==> config.mk <==
export PLATFORM = sky130hd
export DESIGN_NAME = fc_score_packer
export DESIGN_NICKNAME = d
export VERILOG_FILES = /design/src/rtl/fc_score_packer_pkg.sv /design/src/rtl/score_round_sat.sv /design/src/rtl/fc_score_packer.sv
export SDC_FILE = /design/constraint.sdc
export NUM_CORES = 1
export LEC_CHECK = 0
export ABC_AREA = 1
export CAP_MARGIN = 15
export CORE_UTILIZATION = 35
export DETAILED_ROUTE_END_ITERATION = 8
export PLACE_DENSITY = 0.6
export SLEW_MARGIN = 20
export SYNTH_ARGS = -nofsm -noshare
export SYNTH_HDL_FRONTEND = slang
export SYNTH_SLANG_ARGS = --single-unit
export TNS_END_PERCENT = 5
==> constraint.sdc <==
create_clock -name clk -period 8.08 [get_ports clk]
set_input_delay 2.02 -clock clk [delete_from_list [all_inputs] [get_ports clk]]
set_output_delay 2.02 -clock clk [all_outputs]
set_load 0.03 [all_outputs]
==> src/rtl/fc_score_packer_pkg.sv <==
// ============================================================================
// Module      : fc_score_packer_pkg
// Description : Shared classifier types and score-format constants.
// Revision    : 1.0 - initial release
// ============================================================================
`default_nettype none

package fc_score_packer_pkg;

  localparam int              SCORE_W       = 16;
  localparam logic signed [15:0] SCORE_MAX  = 16'sh7FFF;
  localparam logic signed [15:0] SCORE_MIN  = 16'sh8000;
  localparam int              NUM_CLASS_DEF = 10;

  typedef enum logic [0:0] {
    COLLECT = 1'b0,
    HOLD    = 1'b1
  } state_t;

endpackage

`default_nettype wire

==> src/rtl/score_round_sat.sv <==
// ============================================================================
// Module      : score_round_sat
// Description : Round-half-up, arithmetic shift and saturate ACC_W -> 16 bits.
// Revision    : 1.0 - initial release
// ============================================================================
`default_nettype none

module score_round_sat
  import fc_score_packer_pkg::*;
#(
  parameter int ACC_W      = 32,
  parameter int FRAC_SHIFT = 8
) (
  input  logic [ACC_W-1:0]   acc,
  output logic [SCORE_W-1:0] score
);

  localparam logic signed [ACC_W:0] c_max = {{(ACC_W+1-SCORE_W){1'b0}}, SCORE_MAX};
  localparam logic signed [ACC_W:0] c_min = {{(ACC_W+1-SCORE_W){1'b1}}, SCORE_MIN};

  logic signed [ACC_W:0] w_ext;
  logic signed [ACC_W:0] w_sum;
  logic signed [ACC_W:0] w_shifted;

  // One guard bit keeps the rounding add from overflowing at the positive limit.
  assign w_ext = {acc[ACC_W-1], acc};

  generate
    if (FRAC_SHIFT > 0) begin : g_round
      localparam logic signed [ACC_W:0] c_half = {{ACC_W{1'b0}}, 1'b1} << (FRAC_SHIFT - 1);
      assign w_sum = w_ext + c_half;
    end else begin : g_pass
      assign w_sum = w_ext;
    end
  endgenerate

  assign w_shifted = w_sum >>> FRAC_SHIFT;

  always_comb begin
    if (w_shifted > c_max) begin
      score = SCORE_MAX;
    end else if (w_shifted < c_min) begin
      score = SCORE_MIN;
    end else begin
      score = w_shifted[SCORE_W-1:0];
    end
  end

endmodule

`default_nettype wire

==> src/rtl/fc_score_packer.sv <==
// ============================================================================
// Module      : fc_score_packer
// Description : Packs NUM_CLASS rescaled scores into one vector for argmax.
// Revision    : 1.0 - initial release
// ============================================================================
`default_nettype none

module fc_score_packer
  import fc_score_packer_pkg::*;
#(
  parameter int NUM_CLASS  = NUM_CLASS_DEF,
  parameter int ACC_W      = 32,
  parameter int FRAC_SHIFT = 8
) (
  input  logic                         clk,
  input  logic                         rst,
  input  logic                         in_valid,
  output logic                         in_ready,
  input  logic [ACC_W-1:0]             in_data,
  input  logic                         in_last,
  output logic                         out_valid,
  input  logic                         out_ready,
  output logic [NUM_CLASS*SCORE_W-1:0] out_data,
  output logic                         frame_err
);

  localparam int IDX_W = (NUM_CLASS > 1) ? $clog2(NUM_CLASS + 1) : 1;
  localparam logic [IDX_W-1:0] c_last_idx = IDX_W'(NUM_CLASS - 1);

  state_t                         r_state;
  state_t                         w_next_state;
  logic [IDX_W-1:0]               r_idx;
  logic [NUM_CLASS*SCORE_W-1:0]   r_data;
  logic                           r_err;
  logic [SCORE_W-1:0]             w_score;
  logic                           w_in_hs;
  logic                           w_out_hs;
  logic                           w_final;
  logic                           w_early;

  score_round_sat #(
    .ACC_W      (ACC_W),
    .FRAC_SHIFT (FRAC_SHIFT)
  ) u_round_sat (
    .acc   (in_data),
    .score (w_score)
  );

  assign w_in_hs  = in_valid && in_ready;
  assign w_out_hs = out_valid && out_ready;
  assign w_final  = w_in_hs && (r_idx == c_last_idx);
  assign w_early  = w_in_hs && in_last && (r_idx != c_last_idx);

  always_ff @(posedge clk or posedge rst) begin
    if (rst) begin
      r_state <= COLLECT;
    end else begin
      r_state <= w_next_state;
    end
  end

  always_comb begin
    w_next_state = r_state;
    case (r_state)
      COLLECT: if (w_final || w_early) w_next_state = HOLD;
      HOLD:    if (out_ready)          w_next_state = COLLECT;
      default:                         w_next_state = COLLECT;
    endcase
  end

  always_comb begin
    in_ready  = (r_state == COLLECT);
    out_valid = (r_state == HOLD);
  end

  // Slot 0 sits in the top slice; an early in_last pads the untouched tail slots.
  always_ff @(posedge clk or posedge rst) begin
    if (rst) begin
      r_idx  <= '0;
      r_err  <= 1'b0;
      r_data <= '0;
    end else if (w_out_hs) begin
      r_idx <= '0;
      r_err <= 1'b0;
    end else if (w_in_hs) begin
      r_idx <= r_idx + IDX_W'(1);
      if (w_final) begin
        r_err <= !in_last;
      end else if (w_early) begin
        r_err <= 1'b1;
      end
      for (int s = 0; s < NUM_CLASS; s++) begin
        if (IDX_W'(s) == r_idx) begin
          r_data[SCORE_W*(NUM_CLASS-s)-1 -: SCORE_W] <= w_score;
        end else if (in_last && (IDX_W'(s) > r_idx)) begin
          r_data[SCORE_W*(NUM_CLASS-s)-1 -: SCORE_W] <= SCORE_MIN;
        end
      end
    end
  end

  assign out_data  = r_data;
  assign frame_err = r_err;

endmodule

`default_nettype wire

* Yosys cells after proc, flatten, opt, wreduce, memory -nomap -nowiden *
Index checks and enable logic that the tools add are counted.
Widths: inputs -> output; s select.

word-level totals
  register bits = 166
  input port bits = 37
  output and inout port bits = 163

operators by class
  add/subtract/negate cells = 2
  magnitude comparators = 12
  equal/unequal tests = 11
  multiplexer cells = 31
  bitwise logic cells = 2
  reductions and logical operators = 41

operators with widths
  kind                   number
  $mux 16                22
  $add 32x9->33 const B  1
  $reduce_and 3->1       10
  $gt 25x16->1 const B   1
  $lt 25x16->1 const B   1
  $reduce_bool 2->1      11
  $eq 3x4->1 const A     4
  $gt 3x4->1 const A     4
  $logic_and 1x1->1      15
  $eq 2x4->1 const A     2
  $eq 4x4->1 const A     2
  $gt 1x4->1 const A     2
  $gt 2x4->1 const A     2
  $gt 4x4->1 const A     2
  $mux 4                 2
  $mux 1                 6
  $add 4x1->4 const B    1
  $eq 1x4->1 const A     1
  $eq 4x4->1 const B     1
  $logic_not 4->1        1
  $ne 4x4->1 const B     1
  $reduce_bool 3->1      1
  $not 1->1              2
  $pmux 1 s2             1
  3 further kinds        3

* Longest topological paths before layout *
Gate-level depths: netlist (run 1).

  depth in word-level cells = 8
  mapped depth = 17

* By module *
From an unflattened synthesis (run 1), not the netlist that was laid out.

unflattened totals
  cells, all modules = 983
  area total of the unflattened synthesis = 7,795.0 µm²

by module, submodules not included
  module           times used  cells each  area an instance (µm²)
  fc_score_packer  1           788         6,885.4
  score_round_sat  1           195         909.6

* Worst setup path before layout (run 1) *
Ideal clock, no wire load.

  kind = input to register
  start = input in_data[7]
  end = register r_data[14] (netlist: out_data[14])
  data arrival time = 3.487 ns
  data required time = 7.962 ns
  slack = 4.475 ns
  stages on the path = 14
  path buffers = 1
  path through = ha_1 nand2_2 nor2_4 nand3_2 nor2_2 xor2_1 nand2_1 nor2_1 nand2_1 nand2_2 buf_6 nand2_4 nand2_1 nand2_1

between the ends
  longest elaborated chain between the ends = 5

ends and longest elaborated chain
  what                             RTL line               text
  from (decl)                      fc_score_packer.sv:19  input logic [ACC_W-1:0] in_data,
  $add 32x9->33 *                  score_round_sat.sv:31  assign w_sum = w_ext + c_half;
  $lt 25x16->1                     score_round_sat.sv:42  end else if (w_shifted < c_min) begin
  $mux 16                          score_round_sat.sv:42
  $mux 16 *                        score_round_sat.sv:40  if (w_shifted > c_max) begin
  $mux 16 *                        fc_score_packer.sv:93  if (IDX_W'(s) == r_idx) begin
  to (signal, indexed assignment)  fc_score_packer.sv:94  r_data[SCORE_W*(NUM_CLASS-s)-1 -: SCORE_W] <= w_score;
  to (decl)                        fc_score_packer.sv:33  logic [NUM_CLASS*SCORE_W-1:0] r_data;

Mark *: on every way between the ends. The rest lies on a longest branch, timed or not.
A chain may end at the register's enable or synchronous reset.

* Worst setup path in the final report (run 1) *
  start = input in_data[15]
  end = register r_data[41] (netlist: out_data[41])

The elaborated chain is that of the path after synthesis.

==> results of run 1 <==
metal layers:
| layer | wire, um | up-vias | share of wire, % |
|---|---|---|---|
| li1 | - | 3243 | - |
| met1 | 10600 | 3148 | 46 |
| met2 | 10900 | 180 | 47 |
| met3 | 1300 | 19 | 5.6 |
| met4 | 313 | 0 | 1.4 |
| met5 | 0 | - | 0 |
cell type report:
class	count	area (um2)	share of cell area, %
inverters	54	208	1.99
flip-flops and latches	166	4150	39.8
clock buffers	18	439	4.20
well taps	275	344	3.29
repair buffers	199	1970	18.9
clock inverters	14	188	1.80
multi-input cells	688	3140	30.1
registers in the layout (all words and copies together) (netlist names):
name and cells:
frame_err 1, r_idx 4, out_valid 1, out_data 160
path summary, 6_finish.rpt:
| path | to | slack, ps | startpoint |
|---|---|---|---|
| min in group asynchronous | out_data[85] | 2150 | rst |
| min | out_data[109] | 480 | out_data[109] |
| max | out_data[41] | 3430 | in_data[15] |
| min reg2reg | out_data[109] | 480 | out_data[109] |
| max reg2reg | out_data[40] | 5520 | out_valid |
| max in group asynchronous | out_data[115] | 4420 | rst |
where the power goes:
| group | internal [uW] | leakage, uW | switching, uW |
|---|---|---|---|
| registers | 1100 | 0.00217 | 184 |
| clock network | 504 | 0.000304 | 360 |
| logic | 630 | 0.00280 | 1010 |
| total | 2230 | 0.00527 | 1550 |
logic make-up (layout without fill, tap and decap cells):
group / after synthesis / after routing / synth area share [%]
flops: 166 / 166 / 54.3
fa+ha+maj: 4 / 4 / 0.655
xor+xnor: 15 / 15 / 1.72
compound gates: 25 / 25 / 1.95
simple gates: 644 / 644 / 36.6
buf+inv: 82 / 285 / 4.78
placed cells by master, fill, tap and decap left out, types with 10 or more instances in the layout:
cell type        count
xor2_1              10
nor2_1              38
nand2_1            499
nand3_1             27
clkbuf_16           17
a21oi_1             10
nand2_4             26
or2_2               15
nor2_2              17
inv_1               48
clkdlybuf4s50_1    192
dfrtp_1            166
stage by stage:
step | hold slack, ps | area (um2) | utilization [%] | instances | power, uW
2_1_floorplan | 614 | 7650 | - | 936 | 2210
3_3_place_gp | 461 | 9810 | 46.2 | 1382 | 2920
3_5_place_dp | 464 | 9820 | 46.3 | 1382 | 2940
4_1_cts | 482 | 10400 | 49.2 | 1414 | 3810
5_1_grt | 498 | 10400 | 49.2 | 1414 | 3980
6_report | 477 | 10400 | 49.2 | 1414 | 3790
worst max-delay path, cell delays in order:
cell	delay (ps)
clkdlybuf4s50_1	550
nand2_1	130
nor2_2	180
nand3_2	140
nor2_2	110
nand3_1	80
nand2_1	430
nand2_2	710
nand2_4	480
nand2_1	90
nand2_1	80
==> impl_metrics.tcl, run 1 <==
set metrics [dict create \
    cts_buffer_depth 2 \
    critPathKind "in -> reg" \
    dp.final_hpwl_mm 15.9 \
    slew_viol_final 0 \
    ys_dominant_reg_cell "dfrtp_1" \
    synth.top_cell.area_share_pct 54.3 \
    portBuffers 192 \
    gr-usage-met2_pct 33.7 \
    setup_tns_ps 0 \
    yosysSeqAreaShare_pct 54.3 \
    setup_slack_ps 3430 \
    synthCells 936 \
    io_pins 200 \
    cp.required_ps 8450 \
    grt_pass1_wl_mm 35.4 \
    diodes 0 \
    synth_enable_flop_cells 0 \
    post_cts_buffers 0 \
    syn_area_um2 7650 \
    routabilityCongestion 0.838 \
    firstDrtPassIters 4 \
    ctsHoldBuffers 0 \
    grt_util_met1_pct 28.9 \
    num-fill-cells 2076 \
    avgSynthCellArea_um2 8.17 \
    fin_nets 1167 \
    synth_async_sr_flop_share_pct 100 \
    grt_pass1_vias 6044 \
    cp_max_fo 30 \
    fin_skew_ps 7.21 \
    grt-busiest-layer "met2" \
    min_path_cells 2 \
    antenna_left 0 \
    max_slew.worst_pin.slew_ps 1080 \
    grt_remaining_overflow 0 \
    clk_latency_ps 420 \
    synth_fp_nets 977 \
    die_w_um 150 \
    htree_levels 4 \
    rsz0062_at_grt "no" \
    drtIter0Drc 385 \
    finalCritPeriodShare_pct 57.6 \
    post-route-drc-count 0 \
    p_leak_uw 0.00527 \
    synth_commonest_cells "nand2_1, dfrtp_1, inv_1" \
    core_area_um2 21200 \
    arrival_ps 5020 \
    num_vias 6590 \
    cts_tree "built" \
    die-area_um2 22400 \
    cts_buffers 17 \
    path_clk_slew_ps 70 \
    die_h_um 150 \
    finalHoldViolCount 0 \
    ys_types 32 \
    grt_max_degree 96 \
    cts_root_buf "clkbuf_16" \
    dp_slack_ps 2950 \
    drv_cap 0 \
    synth.area.top_cells "dfrtp_1, nand2_1, nand2_4, inv_1, nor2_1" \
    viasPerCell 4.66 \
    cts_sinks 166 \
    power.density_nw_per_um2 363 \
    initial_core_util_pct 36.0 \
    post_drt_wl_per_cell_um 16.3 \
    min_period_ps 4650 \
    grt_usage_pct 21.2 \
    slew_headroom_pct 27.9 \
    status "complete, no violations" \
    cp-start-kind "input port" \
    hold_path.class "reg -> reg" \
    max_freq_mhz 215 \
    routed_wl_mm 23.1 \
    cts_resized 0 \
    yosysMostFrequentCell "nand2_1" \
    netlist.top_cell.by_area "dfrtp_1" \
    ys.warnings.count 0 \
    reg2regPathDepth 9 \
    critPathCaptureType "register" \
    vdd_ir_drop_max_v 0.000187 \
    syn2layout_area_growth_pct 36.6 \
    setup_violations 0 \
    yosys_register_bits 166 \
    rows 53 \
    use_met3_pct 5.12 \
    drive_gt1_share_pct 10.0 \
    antenna_found_initial 0 \
]
Power figures use the tool's default switching activity.
==> run 2: changes to the inputs <==
Clock period 8.08 ns to 4.6 ns, I/O delays scaled along.
==> impl_metrics.tcl, run 2 (synthesized netlist as in run 1, its figures left out) <==
set metrics [dict create \
    grt_usage_pct 20.9 \
    grt_pass1_wl_mm 35.2 \
    grt_pass1_vias 6177 \
    startpoint "in_data[7]" \
    largest_reg_flops 160 \
    syn2layout_area_growth_pct 37.3 \
    slew_viol_final 0 \
    cts_buffers 17 \
    clk_latency_ps 430 \
    num_vias 6580 \
    core_area_um2 21200 \
    setup_violations 0 \
    rsz0062_at_grt "no" \
    path_clk_slew_ps 60 \
    post_cts_buffers 0 \
    seq_area_um2 4150 \
    initial_core_util_pct 36.0 \
    mostFrequentLayoutCells "nand2_1, clkdlybuf4s50_1, dfrtp_1" \
    cp_max_fo 15 \
    rrSetupSlack_ps 2350 \
    drive_gt1_share_pct 10.5 \
    portBuffers 192 \
    cts_buffer_depth 2 \
    power.density_nw_per_um2 625 \
    cp.required_ps 4960 \
    post-route-drc-count 0 \
    drv_cap 0 \
    die_h_um 150 \
    die-area_um2 22400 \
    max_freq_mhz 306 \
    setup_tns_ps 0 \
    drtIter0Drc 372 \
    io_pins 200 \
    cts_tree "built" \
    status "complete, no violations" \
    htree_levels 4 \
    finalHoldViolCount 0 \
    rr_startpoint "r_idx[2]" \
    die_w_um 150 \
    hold_path.class "reg -> reg" \
    whs_ps 477 \
    finalCritPeriodShare_pct 71.0 \
    arrival_ps 3630 \
    ctsHoldBuffers 0 \
    diodes 0 \
    min_period_ps 3260 \
    antenna_left 0 \
    critPathKind "in -> reg" \
    cp-start-kind "input port" \
    vdd_ir_drop_max_v 0.000337 \
    firstDrtPassIters 8 \
    grt_max_degree 167 \
    multiInputGateArea_um2 3130 \
    fin_skew_ps 6.82 \
    fin_nets 1177 \
    grt_remaining_overflow 0 \
    slew_headroom_pct 30.3 \
    cts_sinks 166 \
    rows 53 \
    p_leak_uw 0.00530 \
    antenna_found_initial 0 \
    num-fill-cells 2074 \
    max_slew.worst_pin.slew_ps 1040 \
    routed_wl_mm 22.8 \
    cts_root_buf "clkbuf_16" \
    dp.final_hpwl_mm 15.6 \
    critPathCaptureType "register" \
    hp-start "out_data[51]" \
    cts_resized 0 \
    post_drt_wl_per_cell_um 16.0 \
    viasPerCell 4.62 \
    final_common_cell "nand2_1" \
    routabilityCongestion 0.869 \
]
==> run 2: final cells by class <==
cell class                      count  share of cell area (%)
Timing Repair Buffer              209                    19.8
Clock buffer                       18                    4.18
Multi-Input combinational cell    688                    29.8
Clock inverter                     13                    1.43
Tap cell                          275                    3.28
Sequential cell                   166                    39.6
Inverter                           54                    1.97
==> run 2: metrics by stage <==
step                      power (uW)  setup WS [ps]  instances  instance area, um2  util (%)
after CTS                       6620           1360       1423               10500      49.5
final                           6560           1340       1423               10500      49.5
after detailed placement        5170            920       1392                9910      46.7
after global routing            6910           1090       1423               10500      49.5
after global placement          5140            964       1392                9910      46.7
after floorplan                 3870           1340        936                7650         -
==> run 2: worst paths after layout <==
check / to / cells past startpoint
worst max register to register: out_data[70] / 8
worst min-delay path: out_data[51] / 2
worst max-delay path: out_data[75] / 16
max in group asynchronous: out_data[136] / 3
worst min register to register: out_data[51] / 2
min in group asynchronous: out_data[85] / 3
==> run 2: routing by layer <==
metal / part of all wire, % / GRT usage [%] / up-vias
met4: 1.6 / 5.86 / 0
li1: - / - / 3256
met1: 46 / 28.6 / 3103
met2: 46 / 32.8 / 204
met5: 0 / 0 / -
met3: 6.2 / 5.15 / 17
==> run 2: power breakdown <==
group | switching, uW | internal, uW | total (uW)
logic | 1770 | 1120 | 2890
registers | 308 | 1930 | 2240
clock network | 610 | 818 | 1430
total | 2690 | 3870 | 6560
==> run 2: worst max-delay path: stages <==
cell	delay [ps]
clkdlybuf4s50_1	510
ha_1	210
nand2_2	90
nor2_4	120
nand3_2	180
nor2_2	130
nand2_1	60
nand2_1	80
nand2_1	50
nor2_1	110
nand3_2	100
nand2_4	280
nand2_1	180
nand2_4	200
nand2_1	90
nand2_1	90
==> patch 1: new RTL, flow settings as in run 1 <==
Compare `r_idx` against `c_last_idx` with >= in place of ==.
--- a/src/rtl/fc_score_packer.sv
+++ b/src/rtl/fc_score_packer.sv
@@ -48,7 +48,7 @@
 
   assign w_in_hs  = in_valid && in_ready;
   assign w_out_hs = out_valid && out_ready;
-  assign w_final  = w_in_hs && (r_idx == c_last_idx);
+  assign w_final  = w_in_hs && (r_idx >= c_last_idx);
   assign w_early  = w_in_hs && in_last && (r_idx != c_last_idx);
 
   always_ff @(posedge clk or posedge rst) begin
Function: no difference found for any inputs over 4 cycles, from zero or initial values and one cycle with rst high; that may be too few to reach the edited logic, so the function may still have changed.
==> patch 1 against run 1 <==
Critical path depth is 3 higher; wire length is 0.17% lower; worst setup slack worse by 0.38 ns; area after synthesis hardly changed; cell area hardly changed; total power is 1.9% lower; sequential cell count stayed put; critical path type unchanged.
==> patch 1: results (changes against run 1) <==
[setup_path]
slowest_delay_ns=0.74  ; was 0.71 ns
cp_top_family=simple AND/OR/NAND/NOR gates  ; unchanged
r2r_cells=6  ; was 9
cp.arrival_ns=5.34  ; was 5.02 ns
r2r_end=out_data[127]  ; was out_data[40]
r2r_setup_slack_ns=5.95  ; was 5.52 ns
r2r-start=r_idx[0]  ; was out_valid

[sta]
slew_headroom_pct=31.4  ; was 27.9%
clock_skew_ns=0.00830  ; was 0.00721 ns

[finish]
nFillCells=2093  ; was 2076
drive_gt1_share_pct=9.57  ; was 10.0%
finalNetCount=1178  ; was 1167

[synth]
synth_nets=981  ; was 977
synth-seq-area-share_pct=54.3  ; about the same
synth.area.top_cells=dfrtp_1 54%, nand2_1 24%, nand2_4 3.7%, inv_1 2.7%, nand3_1 2.3%  ; was dfrtp_1 54%, nand2_1 24%, nand2_4 3.8%, inv_1 2.4%, nor2_1 2.0%
synth_cell_type_count=33  ; was 32
ys_top_cells_by_count=494 x nand2_1, 166 x dfrtp_1, 56 x inv_1  ; was 499 x nand2_1, 166 x dfrtp_1, 49 x inv_1
synthArstFlopShare_pct=100  ; unchanged

[min_path]
min_to=out_data[46]  ; was out_data[109]
hp-start=out_data[46]  ; was out_data[109]

[detailed_routing]
drt_pre_antenna_iters=5  ; was 4
drt_iter0_markers=416  ; was 385

[power_and_ir_drop]
ir_drop_uv=185  ; was 187 uV
power_leakage_uw=0.00530  ; was 0.00527 uW
p_int_uw=2170  ; was 2230 uW

[global_route]
grt_pass1_wl_um=35700  ; was 35400 um
grt_pass1_vias=6184  ; was 6044
grt_max_degree=67  ; was 96

[placement]
dpl.hpwl_um=16300  ; was 15900 um
gp_congestion=0.836  ; was 0.838

[run_status]
status=complete, no violations  ; unchanged

[clocking]
clock_path_buffers=2  ; unchanged
clock_latency_ns=0.43
clkTransAtPathRegs_ns=0.06

-- patch 1: cells by family after synthesis --
| logic type | after synthesis | share of synthesized area (%) |
|---|---|---|
| and+or+nand+nor | 647 | 36.6 |
| xor gates and xnor gates | 14 | 1.60 |
| buffers and inverters | 84 | 4.86 |
| DFF | 166 | 54.3 |
| adders and majority gates | 4 | 0.654 |
| AOI/OAI and AO/OA | 25 | 1.95 |
-- patch 1: per-stage QoR --
stage	setup slack (ns)	hold WS [ns]	std cells	power (uW)	cell area, sq um
after floorplan	1.57	0.598	940	2210	7650
after global placement	2.64	0.461	1393	2930	9870
after detailed placement	2.63	0.464	1393	2950	9880
after CTS	3.05	0.482	1424	3740	10400
after global routing	2.80	0.495	1424	3920	10500
final	3.05	0.477	1424	3720	10500
-- patch 1: layout make-up --
cell class                      instances  area (sq um)  share of cell area, %
Clock buffer                           18           439                   4.20
Clock inverter                         13           123                   1.17
Inverter                               57           219                   2.09
Multi-Input combinational cell        690          3150                   30.2
Sequential cell                       166          4150                   39.7
Tap cell                              275           344                   3.29
Timing Repair Buffer                  205          2020                   19.3
-- patch 1: worst reg2reg max path, stage by stage (launching register included) --
cell and delay, ns:
dfrtp_1 0.42, inv_1 0.16, ha_1 0.19, nand2_1 0.07, nor2_2 0.59, a31oi_2 0.33
a22oi_1 0.27
-- patch 1: power by group through the flow --
stage          logic (uW)  registers, uW  clock network (uW)
6_report             1650           1280                 786
5_1_grt              1770           1310                 840
4_1_cts              1660           1280                 800
3_5_place_dp         1660           1290                   0
3_3_place_gp         1640           1290                   0
2_1_floorplan         443           1770                   0
-- patch 1: routing by layer --
metal | GRT usage (%) | wire (um)
met1 | 29.5 | 10600
met2 | 32.8 | 10600
met3 | 5.34 | 1490
met4 | 5.51 | 345
met5 | 0 | 0
-- patch 1: how the worst max path moves through the flow --
stage,from,to,depth (start not counted)
3_3_place_gp,in_data[9],out_data[67],14
6_report,in_data[9],out_data[99],14
3_5_place_dp,in_data[9],out_data[99],14
2_1_floorplan,rst,frame_err,1
5_1_grt,in_data[12],out_data[19],14
4_1_cts,in_data[9],out_data[99],14
==> patch 2: new RTL, flow settings as in run 1 <==
Made on the original files. Change the package constant `NUM_CLASS_DEF` from 10 to 20.
--- a/src/rtl/fc_score_packer_pkg.sv
+++ b/src/rtl/fc_score_packer_pkg.sv
@@ -10,7 +10,7 @@
   localparam int              SCORE_W       = 16;
   localparam logic signed [15:0] SCORE_MAX  = 16'sh7FFF;
   localparam logic signed [15:0] SCORE_MIN  = 16'sh8000;
-  localparam int              NUM_CLASS_DEF = 10;
+  localparam int              NUM_CLASS_DEF = 20;
 
   typedef enum logic [0:0] {
     COLLECT = 1'b0,
Ports: changed (resized out_data); port bits go from 200 to 360. The function was not compared with the original's and may differ.
==> patch 2 against run 1 <==
Sequential share of layout area up 2.6 points; total power up 62%; via count up 88%; worst setup slack worse by 0.25 ns; sequential power up 69%; critical path depth up 2; non-clock buffer count up 181; wire length up 120%; area after synthesis up 82%; cell area up 85%; die area up 81%; sequential cell count up 161; utilization up 0.36 points; critical path type unchanged; highest routed layer unchanged.
==> patch 2: results (changes against run 1) <==
[run_status]
status=complete, no violations  ; unchanged

[detailed_routing]
wl_per_cell_um=19.7  ; was 16.3 um
dr_wl_met2_um=24300  ; was 10900 um
viasPerCell=4.83  ; was 4.66
highest_layer=met4  ; unchanged
wl_met1_um=21600  ; was 10600 um
drt_pre_antenna_iters=5  ; was 4
drt_iter0_markers=940  ; was 385

[synth]
synth-seq-area-share_pct=58.8  ; was 54.3%
synth_compound_area_share_pct=2.35  ; was 1.95%
synth_cell_type_count=35  ; was 32
ys_top_cells_by_count=1000 x nand2_1, 327 x dfrtp_1, 63 x nor2_1  ; was 499 x nand2_1, 166 x dfrtp_1, 49 x inv_1
synth.area.top_cells=dfrtp_1 59%, nand2_1 27%, buf_6 1.7%, nor2_1 1.7%, inv_1 1.6%  ; was dfrtp_1 54%, nand2_1 24%, nand2_4 3.8%, inv_1 2.4%, nor2_1 2.0%
synthAdderAreaFrac_pct=0.359  ; was 0.655%
yosys.area_share.xor_xnor_pct=0.944  ; was 1.72%
syn_avg_cell_area_sq_um=8.27  ; was 8.17 sq um
synth_top_area_share_pct=58.8  ; was 54.3%

[setup_path]
endpoint=out_data[32]  ; was out_data[41]
crit_fanout=19  ; was 30
cp.arrival_ns=5.39  ; was 5.02 ns
r2r_setup_slack_ns=4.72  ; was 5.52 ns
slowest_delay_ns=0.69  ; was 0.71 ns
slowest_stage=nand2_1  ; was nand2_2
r2r_cells=11  ; was 9
crit_start=in_data[18]  ; was in_data[15]
r2r_end=out_data[152]  ; was out_data[40]

[sta]
hold_slack_ns=0.474  ; was 0.477 ns
clock_skew_ns=0.0129  ; was 0.00721 ns
fin_ws_ns=3.18  ; was 3.43 ns
slew_headroom_pct=29.6  ; was 27.9%

[placement]
dpl.hpwl_um=33800  ; was 15900 um
gp_congestion=0.884  ; was 0.838
place_area_sq_um=17900  ; was 9820 sq um
dp_slack_ns=2.66  ; was 2.95 ns
place_inst=2498  ; was 1382

[min_path]
min_to=out_data[260]  ; was out_data[109]
hp-start=out_data[260]  ; was out_data[109]

[finish]
finalNetCount=2064  ; was 1167
largest_reg_flops=320  ; was 160
layout.cells.non_filler=2568  ; was 1414
drive_gt1_share_pct=6.78  ; was 10.0%

[global_route]
grt_usage_pct=25.0  ; was 21.2%
grt_pass1_wl_um=76600  ; was 35400 um
grt_use_met1_pct=32.7  ; was 28.9%
grt_max_degree=168  ; was 96
grtUsageMet2_pct=41.2  ; was 33.7%
grt_use_met3_pct=4.94  ; was 5.12%
grt_pass1_vias=12189  ; was 6044

[clocking]
clock_path_buffers=3  ; was 2
numCtsBuffers=38  ; was 17
clock_latency_ns=0.55  ; was 0.42 ns
h-tree-depth=2  ; was 4

[power_and_ir_drop]
power_leakage_uw=0.00984  ; was 0.00527 uW
ir_drop_uv=188  ; was 187 uV

patch 2: cell types whose count changed in the layout (fill, tap and decap cells not counted), sizes merged, moves of 14 or more:
cell and change:
or2 -15, nand2 +491, clkbuf +39, nor2 +14, a21oi +15, clkdlybuf4s50 +160, buf +20, dfrtp +161
patch 2: final cells by class:
class / count / area [sq um]
Fill cell: 3699 / 19600
Sequential cell: 327 / 8180
Multi-Input combinational cell: 1211 / 5080
Timing Repair Buffer: 380 / 3760
Clock buffer: 56 / 1170
Tap cell: 518 / 648
Inverter: 65 / 248
Clock inverter: 11 / 213
patch 2: report_power, final:
part | leakage, uW | internal [uW] | total (uW) | switching, uW
logic | 0.00478 | 730 | 2070 | 1340
registers | 0.00438 | 1950 | 2160 | 207
clock network | 0.000670 | 1190 | 1900 | 704
total | 0.00984 | 3880 | 6130 | 2250
patch 2: critical path: cells and delay by family:
kind / cells / cell delay [ns]
simple gates: 8 / 1.76
buf+inv: 4 / 1.52
compound gates: 1 / 0.08
